==> config.mk <==
export PLATFORM = sky130hd
export DESIGN_NAME = display_scan_ctrl
export DESIGN_NICKNAME = d
export VERILOG_FILES = /design/src/rtl/display_pkg.sv /design/src/rtl/seg7_decoder.sv /design/src/rtl/display_scan_ctrl.sv
export SDC_FILE = /design/constraint.sdc
export NUM_CORES = 1
export LEC_CHECK = 0
export BUFFER_PORTS_ARGS = -buffer_cell sky130_fd_sc_hd__buf_2
export CELL_PAD_IN_SITES_DETAIL_PLACEMENT = 0
export CELL_PAD_IN_SITES_GLOBAL_PLACEMENT = 1
export CORE_MARGIN = 4
export CORE_UTILIZATION = 46
export CTS_BUF_LIST = sky130_fd_sc_hd__clkbuf_16
export DETAILED_ROUTE_END_ITERATION = 16
export PLACE_DENSITY = 0.9
export SLEW_MARGIN = 40
export SYNTH_ARGS = -nofsm -noshare
export SYNTH_HDL_FRONTEND = slang
export SYNTH_SLANG_ARGS = --single-unit
==> constraint.sdc <==
create_clock -name clock -period 4.5 [get_ports clock]
set_input_delay 0.225 -clock clock [delete_from_list [all_inputs] [get_ports clock]]
set_output_delay 0.225 -clock clock [all_outputs]
set_load 0.05 [all_outputs]
==> src/rtl/display_pkg.sv <==
// rtl/display_pkg.sv - shared scan-controller state encoding, geometry constants and hex segment table
package display_pkg;

    typedef enum logic [1:0] {
        ST_IDLE  = 2'd0,
        ST_SCAN  = 2'd1,
        ST_BLANK = 2'd2
    } scan_state_t;

    localparam int NUM_DIGITS = 4;
    localparam int NUM_COLS   = 5;
    localparam int NUM_ROWS   = 7;

    localparam logic [6:0] SEG_BLANK = 7'b0000000;

    // {a,b,c,d,e,f,g}, a in bit 6
    function automatic logic [6:0] hex_to_seg(input logic [3:0] nibble);
        logic [6:0] seg;
        case (nibble)
            4'h0:    seg = 7'b1111110;
            4'h1:    seg = 7'b0110000;
            4'h2:    seg = 7'b1101101;
            4'h3:    seg = 7'b1111001;
            4'h4:    seg = 7'b0110011;
            4'h5:    seg = 7'b1011011;
            4'h6:    seg = 7'b1011111;
            4'h7:    seg = 7'b1110000;
            4'h8:    seg = 7'b1111111;
            4'h9:    seg = 7'b1111011;
            4'hA:    seg = 7'b1110111;
            4'hB:    seg = 7'b0011111;
            4'hC:    seg = 7'b1001110;
            4'hD:    seg = 7'b0111101;
            4'hE:    seg = 7'b1001111;
            default: seg = 7'b1000111;
        endcase
        return seg;
    endfunction

endpackage

==> src/rtl/seg7_decoder.sv <==
// rtl/seg7_decoder.sv - combinational hex nibble to {a..g} segment decoder
module seg7_decoder
    import display_pkg::*;
(
    input  logic [3:0] nibble,
    output logic [6:0] seg
);

    assign seg = hex_to_seg(nibble);

endmodule

==> src/rtl/display_scan_ctrl.sv <==
// rtl/display_scan_ctrl.sv - multiplexed 4-digit 7-segment and 5x7 matrix scan controller
// Define SCAN_BLANKING_EN to insert a dark slot after every lit slot.
module display_scan_ctrl
    import display_pkg::*;
#(
    parameter int TICK_DIV = 50000
) (
    input  logic        clock,
    input  logic        reset,
    input  logic        enable,
    input  logic [15:0] digit_val,
    input  logic [3:0]  digit_blank,
    input  logic [34:0] mat_data,
    output logic        a,
    output logic        b,
    output logic        c,
    output logic        d,
    output logic        e,
    output logic        f,
    output logic        g,
    output logic        d01,
    output logic        d02,
    output logic        d03,
    output logic        d04,
    output logic [4:0]  coluna,
    output logic [6:0]  linha,
    output logic        frame_done
);

    localparam int PW = (TICK_DIV > 2) ? $clog2(TICK_DIV) : 1;
    localparam logic [PW-1:0] PRESC_MAX = PW'(TICK_DIV - 1);

    scan_state_t state_q, state_d;
    logic [PW-1:0] presc_q, presc_d;
    logic [1:0]    digit_idx_q, digit_idx_d;
    logic [2:0]    col_idx_q, col_idx_d;
    logic [15:0]   digit_sh_q, digit_sh_d;
    logic [3:0]    blank_sh_q, blank_sh_d;
    logic [34:0]   mat_sh_q, mat_sh_d;

    logic [6:0]          seg_q, seg_d;
    logic [NUM_DIGITS-1:0] dig_q, dig_d;
    logic [NUM_COLS-1:0] col_q, col_d;
    logic [NUM_ROWS-1:0] row_q, row_d;
    logic                frame_done_q, frame_done_d;

    logic tick;
    logic advance;
    logic load_shadow;
    logic [3:0] nibble;
    logic [6:0] dec_seg;
    logic [NUM_ROWS-1:0] row_sel;

    always_comb begin
        tick         = (presc_q == PRESC_MAX);
        state_d      = state_q;
        presc_d      = presc_q;
        digit_idx_d  = digit_idx_q;
        col_idx_d    = col_idx_q;
        digit_sh_d   = digit_sh_q;
        blank_sh_d   = blank_sh_q;
        mat_sh_d     = mat_sh_q;
        frame_done_d = 1'b0;
        advance      = 1'b0;
        load_shadow  = 1'b0;

        case (state_q)
            ST_IDLE: begin
                presc_d = '0;
                if (enable) begin
                    state_d     = ST_SCAN;
                    digit_idx_d = '0;
                    col_idx_d   = '0;
                    load_shadow = 1'b1;
                end
            end
            ST_SCAN: begin
                if (!enable) begin
                    state_d = ST_IDLE;
                    presc_d = '0;
                end else begin
                    presc_d = tick ? '0 : presc_q + 1'b1;
                    if (tick) begin
`ifdef SCAN_BLANKING_EN
                        state_d = ST_BLANK;
`else
                        advance = 1'b1;
`endif
                    end
                end
            end
`ifdef SCAN_BLANKING_EN
            ST_BLANK: begin
                if (!enable) begin
                    state_d = ST_IDLE;
                    presc_d = '0;
                end else begin
                    presc_d = tick ? '0 : presc_q + 1'b1;
                    if (tick) begin
                        state_d = ST_SCAN;
                        advance = 1'b1;
                    end
                end
            end
`endif
            default: begin
                state_d = ST_IDLE;
                presc_d = '0;
            end
        endcase

        // Digit and column counters wrap independently (4 vs 5 slots).
        if (advance) begin
            digit_idx_d = digit_idx_q + 2'd1;
            col_idx_d   = (col_idx_q == 3'(NUM_COLS - 1)) ? 3'd0 : col_idx_q + 3'd1;
            if (digit_idx_q == 2'(NUM_DIGITS - 1)) begin
                frame_done_d = 1'b1;
                load_shadow  = 1'b1;
            end
        end

        if (load_shadow) begin
            digit_sh_d = digit_val;
            blank_sh_d = digit_blank;
            mat_sh_d   = mat_data;
        end
    end

    assign nibble = 4'(digit_sh_q >> {digit_idx_q, 2'b00});

    seg7_decoder u_seg7_decoder (
        .nibble (nibble),
        .seg    (dec_seg)
    );

    always_comb begin
        row_sel = '0;
        for (int k = 0; k < NUM_COLS; k++) begin
            if (col_idx_q == 3'(k)) begin
                row_sel = mat_sh_q[NUM_ROWS*k +: NUM_ROWS];
            end
        end
    end

    // Outputs follow the registered state, so they lag index/state changes by one cycle.
    always_comb begin
        seg_d = SEG_BLANK;
        dig_d = '0;
        col_d = '0;
        row_d = '0;
        if (state_q == ST_SCAN) begin
            if (!blank_sh_q[digit_idx_q]) begin
                seg_d = dec_seg;
                dig_d = 4'b0001 << digit_idx_q;
            end
            col_d = 5'b00001 << col_idx_q;
            row_d = row_sel;
        end
    end

    always_ff @(posedge clock) begin
        if (reset) begin
            state_q      <= ST_IDLE;
            presc_q      <= '0;
            digit_idx_q  <= '0;
            col_idx_q    <= '0;
            digit_sh_q   <= '0;
            blank_sh_q   <= 4'b1111;
            mat_sh_q     <= '0;
            seg_q        <= SEG_BLANK;
            dig_q        <= '0;
            col_q        <= '0;
            row_q        <= '0;
            frame_done_q <= 1'b0;
        end else begin
            state_q      <= state_d;
            presc_q      <= presc_d;
            digit_idx_q  <= digit_idx_d;
            col_idx_q    <= col_idx_d;
            digit_sh_q   <= digit_sh_d;
            blank_sh_q   <= blank_sh_d;
            mat_sh_q     <= mat_sh_d;
            seg_q        <= seg_d;
            dig_q        <= dig_d;
            col_q        <= col_d;
            row_q        <= row_d;
            frame_done_q <= frame_done_d;
        end
    end

    assign {a, b, c, d, e, f, g} = seg_q;
    assign {d04, d03, d02, d01}  = dig_q;
    assign coluna                = col_q;
    assign linha                 = row_q;
    assign frame_done            = frame_done_q;

endmodule

* After elaboration in Yosys (flattened, before gate mapping)
Memory sizes are Yosys's and may differ from the RTL's. A register that Yosys moved wholly into a read port is not among the register bits.
Cells that the tools add are included.
** Cells by class
- $add $sub $neg :: 3
- $mul :: 0
- Div/mod/pow operators :: 0
- Magnitude comparators :: 1
- Eq/ne operators :: 9
- Shift operators :: 3
- Multiplexer cells :: 25
- Bitwise logic cells :: 3
- Reduce and logical (&&, ||, !) cells :: 10
** Operators by type and width (count)
- $mux 7 :: 5
- $add 16x1->16 const B :: 1
- $eq 16x16->1 const B :: 1
- $shr 16x4->4 :: 1
- $mux 3 :: 4
- $mux 2 :: 5
- $mux 1 :: 9
- $eq 3x2->1 const B :: 2
- $shl 1x3->5 const A :: 1
- $ne 2x2->1 const B :: 2
- $pmux 2 s2 :: 1
- $reduce_and 2->1 :: 2
- $reduce_bool 2->1 :: 2
- $reduce_or 2->1 :: 2
- $reduce_or 4->1 :: 1
- $shl 1x2->4 const A :: 1
- $add 3x1->3 const B :: 1
- $eq 3x1->1 const B :: 1
- $eq 3x3->1 const B :: 1
- $logic_not 3->1 :: 1
- $lt 2x3->1 const B :: 1
- $not 1->1 :: 3
- $reduce_or 3->1 :: 1
- $add 2x1->2 const B :: 1
- 4 further kinds :: 4
** Storage, ports and cells
- Register bits after elaboration :: 95
- Bits in latches :: 0
- RAM bits :: 0
- Bits in read-only memories :: 112
- Input bits :: 58
- Word-level logic and storage cells :: 66
- Memories :: 1
** Memory list
- (no name shown) :: words 16, bits a word 7, read ports 1, clocked after memory_dff 1, wr ports 0, line display_pkg.sv:19 : case (nibble)

* Longest topological paths before layout
- Word-level depth :: 6
- Mapped depth :: 7

* By module
From an unflattened synthesis, not the netlist that was laid out.
** Second synthesis, totals
- Cell total of the unflattened synthesis :: 503
- Area total of the unflattened synthesis :: 4948.5 sq um
** By module, submodules not included
- display_scan_ctrl :: times used 1, cells an instance 470, area each 4659.5 sq um, seq. area each 2021.9 sq um
- seg7_decoder :: times used 1, cells an instance 33, area each 289.0 sq um, seq. area each 0.0 sq um

* Worst setup path after synthesis
No wires, ideal clock.
- Path type :: register -> register
- From :: register digit_idx_q[0]
- To :: register seg_q[5]
- Setup time :: 95 ps
- Arrival :: 1873 ps
- Data required time :: 4405 ps
- Path slack :: 2532 ps
- Stages on the path, launching flop included :: 8
- Clock period less this slack :: 1968 ps
- Cell sequence :: dfxtp_1 buf_2 mux4_2 inv_1 ha_1 nor2_1 a21oi_1 a221oi_1
** On the way
- Cells in the longest elaborated chain, start to end :: 3
- Elaborated cells on any way between the ends :: 4
- Classes of those cells :: 1 x shift; 2 x mux; 1 x reduce/logical
** Ends and longest elaborated chain
- start, declared :: line display_scan_ctrl.sv:35 : logic [1:0] digit_idx_q, digit_idx_d;
- start signal, assigned :: line display_scan_ctrl.sv:178 : digit_idx_q <= digit_idx_d;
- $bmux 1 s2 :: line display_scan_ctrl.sv:152 : if (!blank_sh_q[digit_idx_q]) begin
- $mux 1 (not written as such) :: line display_scan_ctrl.sv:152
- $reduce_or 3->1 (no line)
- end, declared :: line display_scan_ctrl.sv:41 : logic [6:0] seg_q, seg_d;
Several ways; a longest one is shown, not always the timed one. The select of a mux whose other input is x is not followed.
A chain may end at the register's enable or synchronous reset.

* Worst setup path in the final report
- From :: register presc_q[0]
- To :: register mat_sh_q[33]
** On the way
- Cells in the longest elaborated chain, start to end :: 5
** Ends and longest elaborated chain
- start, declared :: line display_scan_ctrl.sv:34 : logic [PW-1:0] presc_q, presc_d;
- start signal, assigned :: line display_scan_ctrl.sv:177 : presc_q <= presc_d;
- $eq 16x16->1 :: line display_scan_ctrl.sv:55 : tick = (presc_q == PRESC_MAX);
- $mux 1 :: line display_scan_ctrl.sv:83 : if (tick) begin
- $mux 1 :: line display_scan_ctrl.sv:78 : if (!enable) begin
- $mux 1 :: line display_scan_ctrl.sv:67 : case (state_q)
- $mux 1 :: line display_scan_ctrl.sv:113 : if (advance) begin
- end signal, assigned :: line display_scan_ctrl.sv:182 : mat_sh_q <= mat_sh_d;
- end, declared :: line display_scan_ctrl.sv:39 : logic [34:0] mat_sh_q, mat_sh_d;
No other way between the ends.

==> impl_summary.log <==
[metrics] depth of the worst hold-timing path: 3
[metrics] data arrival time at the worst-slack endpoint: 2.62 ns
[metrics] leakage power: about 0.0024 uW
[metrics] final-report hold violation count: 0
[metrics] overall via count from detail_route: 3,624
[metrics] Max-cap violations: 0
[metrics] max_slew headroom: 57.0%
[metrics] cell internal power dissipation: approximately 1600 uW
[metrics] cts-stage hold buffer count: 0
[metrics] area fraction of the dominant cell type after synthesis: between 40% and 50%
[metrics] share of cells above drive strength 1: 19.0%
[metrics] antenna diode instance count: 0
[metrics] kind of end point of the critical path: register
[metrics] Tightest Pin Transition: ~0.65 ns
[metrics] required time at the worst-slack endpoint: approximately 4.7 ns
[metrics] library cells used by synthesis: 45
[metrics] Root Buffer: clkbuf_16
[metrics] pin count of the biggest net entering global routing: 73
[metrics] width of the die: around 110 um
[metrics] worst hold slack across all endpoints: around 0.13 ns
[metrics] proportion of total power due to net switching: 27.8%
[metrics] Post-Synthesis Cells: ~500
[metrics] placer's final routability congestion estimate: around 0.85
[metrics] wire length of the first global-routing pass: roughly 16 mm
[metrics] number of placed I/O pins: between 80 and 90
[metrics] min Tclk post-route: ~2.4 ns
[metrics] post-route cell area: about 5600 um^2
[metrics] clock transition time at the flip-flop clock pins of the worst setup and hold paths: 0.07 ns
[metrics] number of failing setup endpoints in the final timing report: 0
[metrics] main flop type after synthesis: dfxtp_1
[metrics] Synthesized Nets: just under 600
[metrics] run status: complete, no violations
[metrics] Final Slew Violations: 0
[metrics] placeable core region: between 10,000 and 15,000 um^2
[metrics] Initial Utilization: between 40% and 50%
[metrics] number of placement rows: 37
[metrics] maximum fanout along the worst path: 35
[metrics] Yosys top cell by area: dfxtp_1
[metrics] startpoint type of the worst setup path: register
[metrics] flop and latch count out of synthesis: ~100
[metrics] antenna violations before repair: 0
[metrics] Yosys warnings: 0
[metrics] number of global-route vias before repair: roughly 3,500
[metrics] number of vias per cell: around 5.1
[metrics] count of filler cells inserted in the layout: just over 900
[metrics] Worst-Skew Late Latency: roughly 0.34 ns
[metrics] Hold Path Sink: mat_sh_q[23]
[metrics] iteration-0 DRC count of the detailed router: around 170
[metrics] router iterations before antenna repair: 4
[metrics] count of flip-flops with a built-in enable after synthesis: 0
[metrics] synthesized area divided by synthesized cell count: roughly 9.6 um^2
[metrics] number of buffers inserted by port buffering: 81
[metrics] Tightest Hold Check Type: primary input to register
[metrics] clock network fraction of total power: between 30% and 40%
[metrics] Global Route Usage Sum: around 16%
[metrics] die boundary height: roughly 110 um
[metrics] post-placement cell area: ~5300 um^2
[metrics] Total Power: about 2200 uW
[metrics] fraction of power consumed by sequential logic: between 40% and 50%
[metrics] DR WL/cell: about 14 um
[metrics] clock tree sinks: 101
[metrics] area overhead of the layout relative to synthesis: 15.2%
[metrics] library cell with the highest instance count after synthesis: nand2b_1
[metrics] number of remaining DRC errors: 0
[metrics] power density over the cells: about 390 nW/um^2
[metrics] setup TNS: 0 ns
[metrics] top post-synthesis cells by area: dfxtp_1 41%, nand2b_1 14%, mux2i_1 12%
[metrics] cells resized by post-CTS repair: 0
[metrics] number of H-tree branching levels: 3
[metrics] number of buffers on the longest clock path: 2
[metrics] period utilisation layout: 53.9%
[metrics] Post-Synthesis Cell Area: about 5000 um^2
[metrics] count of antenna-violating nets left after detailed routing: 0
[metrics] power dissipated by switching net loads: between 600 and 700 uW
[metrics] setup repair bufs after CTS: 0
[metrics] RSZ-0062 raised after global routing: false
[metrics] clock tree from TritonCTS: built
[metrics] area of the die: 12,300 um^2
[metrics] Num CTS Buffers: 9
[metrics] critical hold path startpoint: mat_data[23]
[metrics] overflow left after global routing: 0
[metrics] final setup skew: 0.0120 ns
[metrics] cell depth of the worst flop-to-flop path: 6
[metrics] layout net count: 644
[metrics] asr flop ratio synth: 0%
[metrics] Crit Path Category: register to register
[metrics] detailed-route wire length: around 9.8 mm
[metrics] combinational power share: 18.2%
[metrics] top cells by instance count after synthesis: 106 x nand2b_1, 101 x dfxtp_1, 57 x mux2i_1, 40 x nor2_1, 26 x clkbuf_1
[metrics] Fmax: about 0.4 GHz
[metrics] R2R Setup Slk: a little over 2 ns
[metrics] final standard cell utilization of the core: 54.5%
[metrics] Final HPWL DP: roughly 7.0 mm
[metrics] r2r startpoint: presc_q[0]
[metrics] worst reg2reg endpoint: mat_sh_q[33]
[metrics] proportion of synthesized chip area in sequential cells: 41.4%
[metrics] worst supply voltage drop on vdd: between 200 and 250 uV
-- worst max path at each step --
stage / start / endpoint / slack [ns] / depth (start not counted)
after detailed placement: presc_q[0] / mat_sh_q[33] / 2.09 / 6
after global placement: presc_q[0] / mat_sh_q[31] / 1.90 / 6
after global routing: presc_q[0] / mat_sh_q[7] / 1.92 / 6
final: presc_q[0] / mat_sh_q[33] / 2.07 / 6
after CTS: presc_q[0] / mat_sh_q[33] / 2.06 / 6
after floorplan: digit_idx_q[0] / seg_q[5] / 2.53 / 7
-- stage by stage --
| stage | worst slack (ns) | cells |
|---|---|---|
| global route | 1.92 | 711 |
| CTS | 2.06 | 711 |
| global placement | 1.90 | 694 |
| detailed placement | 2.09 | 695 |
| finish | 2.07 | 711 |
| floorplan | 2.53 | 509 |
-- critical path, stage by stage, from the launching register on --
cell and delay (ns):
dfxtp_1 0.40, ha_1 0.26, nand3_1 0.22, nor4_4 0.51, a31oi_4 0.29, buf_4 0.40, mux2i_1 0.19
-- metal layers --
| layer | part of all wire, % | vias to the layer above | track usage (%) | wire, um |
|---|---|---|---|---|
| li1 | - | 1856 | - | - |
| met1 | 48 | 1697 | 20.9 | 4700 |
| met2 | 47 | 62 | 25.6 | 4660 |
| met3 | 3.6 | 9 | 2.73 | 353 |
| met4 | 1.3 | 0 | 6.65 | 127 |
| met5 | 0 | - | 0 | 0 |
-- power by group through the flow --
stage,sequential (uW),clock [uW],combinational [uW]
after global placement,1050,0,391
after CTS,1040,787,407
after global routing,1050,821,442
after detailed placement,1060,0,404
after floorplan,1070,0,299
final,1040,775,403
-- logic make-up (layout without fill, tap and decap cells) --
kind of cell | Yosys count | in the layout | share of synthesized area (%)
xor+xnor | 13 | 13 | 2.33
simple gates | 237 | 237 | 28.2
flops | 101 | 101 | 41.4
buf+inv | 46 | 112 | 4.51
compound gates | 34 | 34 | 5.43
fa+ha+maj | 16 | 16 | 4.10
mux | 62 | 62 | 14.0
-- cell usage in the layout (no fill, tap or decap), types with 2 or more instances in the layout --
master	count
a21oi_1	4
a221oi_1	10
and2_1	3
buf_2	81
buf_4	2
clkbuf_16	9
clkinvlp_4	2
dfxtp_1	101
ha_1	16
inv_1	12
inv_6	2
mux2i_1	57
mux4_2	5
nand2_1	16
nand2b_1	106
nand3_1	8
nand3b_1	2
nand4_1	4
nand4b_1	2
nand4bb_1	2
nor2_1	40
nor2b_1	16
nor3_1	12
nor3b_1	3
nor4_1	9
nor4b_1	2
o21ai_1	4
o311a_1	7
o31ai_1	3
or2_0	2
or3_1	2
xnor2_1	10
xor2_1	3
-- layout make-up --
class	count	area, um^2	area share (%)
clock buffer	9	225	4.01
clock inverter	7	71.3	1.27
inverter	12	45.0	0.801
multi-input combinational	362	2650	47.2
sequential	101	2020	36.0
tap	136	170	3.03
timing repair buffer	84	435	7.74
-- registers in the layout, summed over array words and instances (netlist names), 4 cells and up --
signal and cells:
blank_sh_q 4, coluna 5, dig_q 4, digit_sh_q 16, linha 7, mat_sh_q 35
presc_q 16, seg_q 7
(Power assumes the default switching activity.)
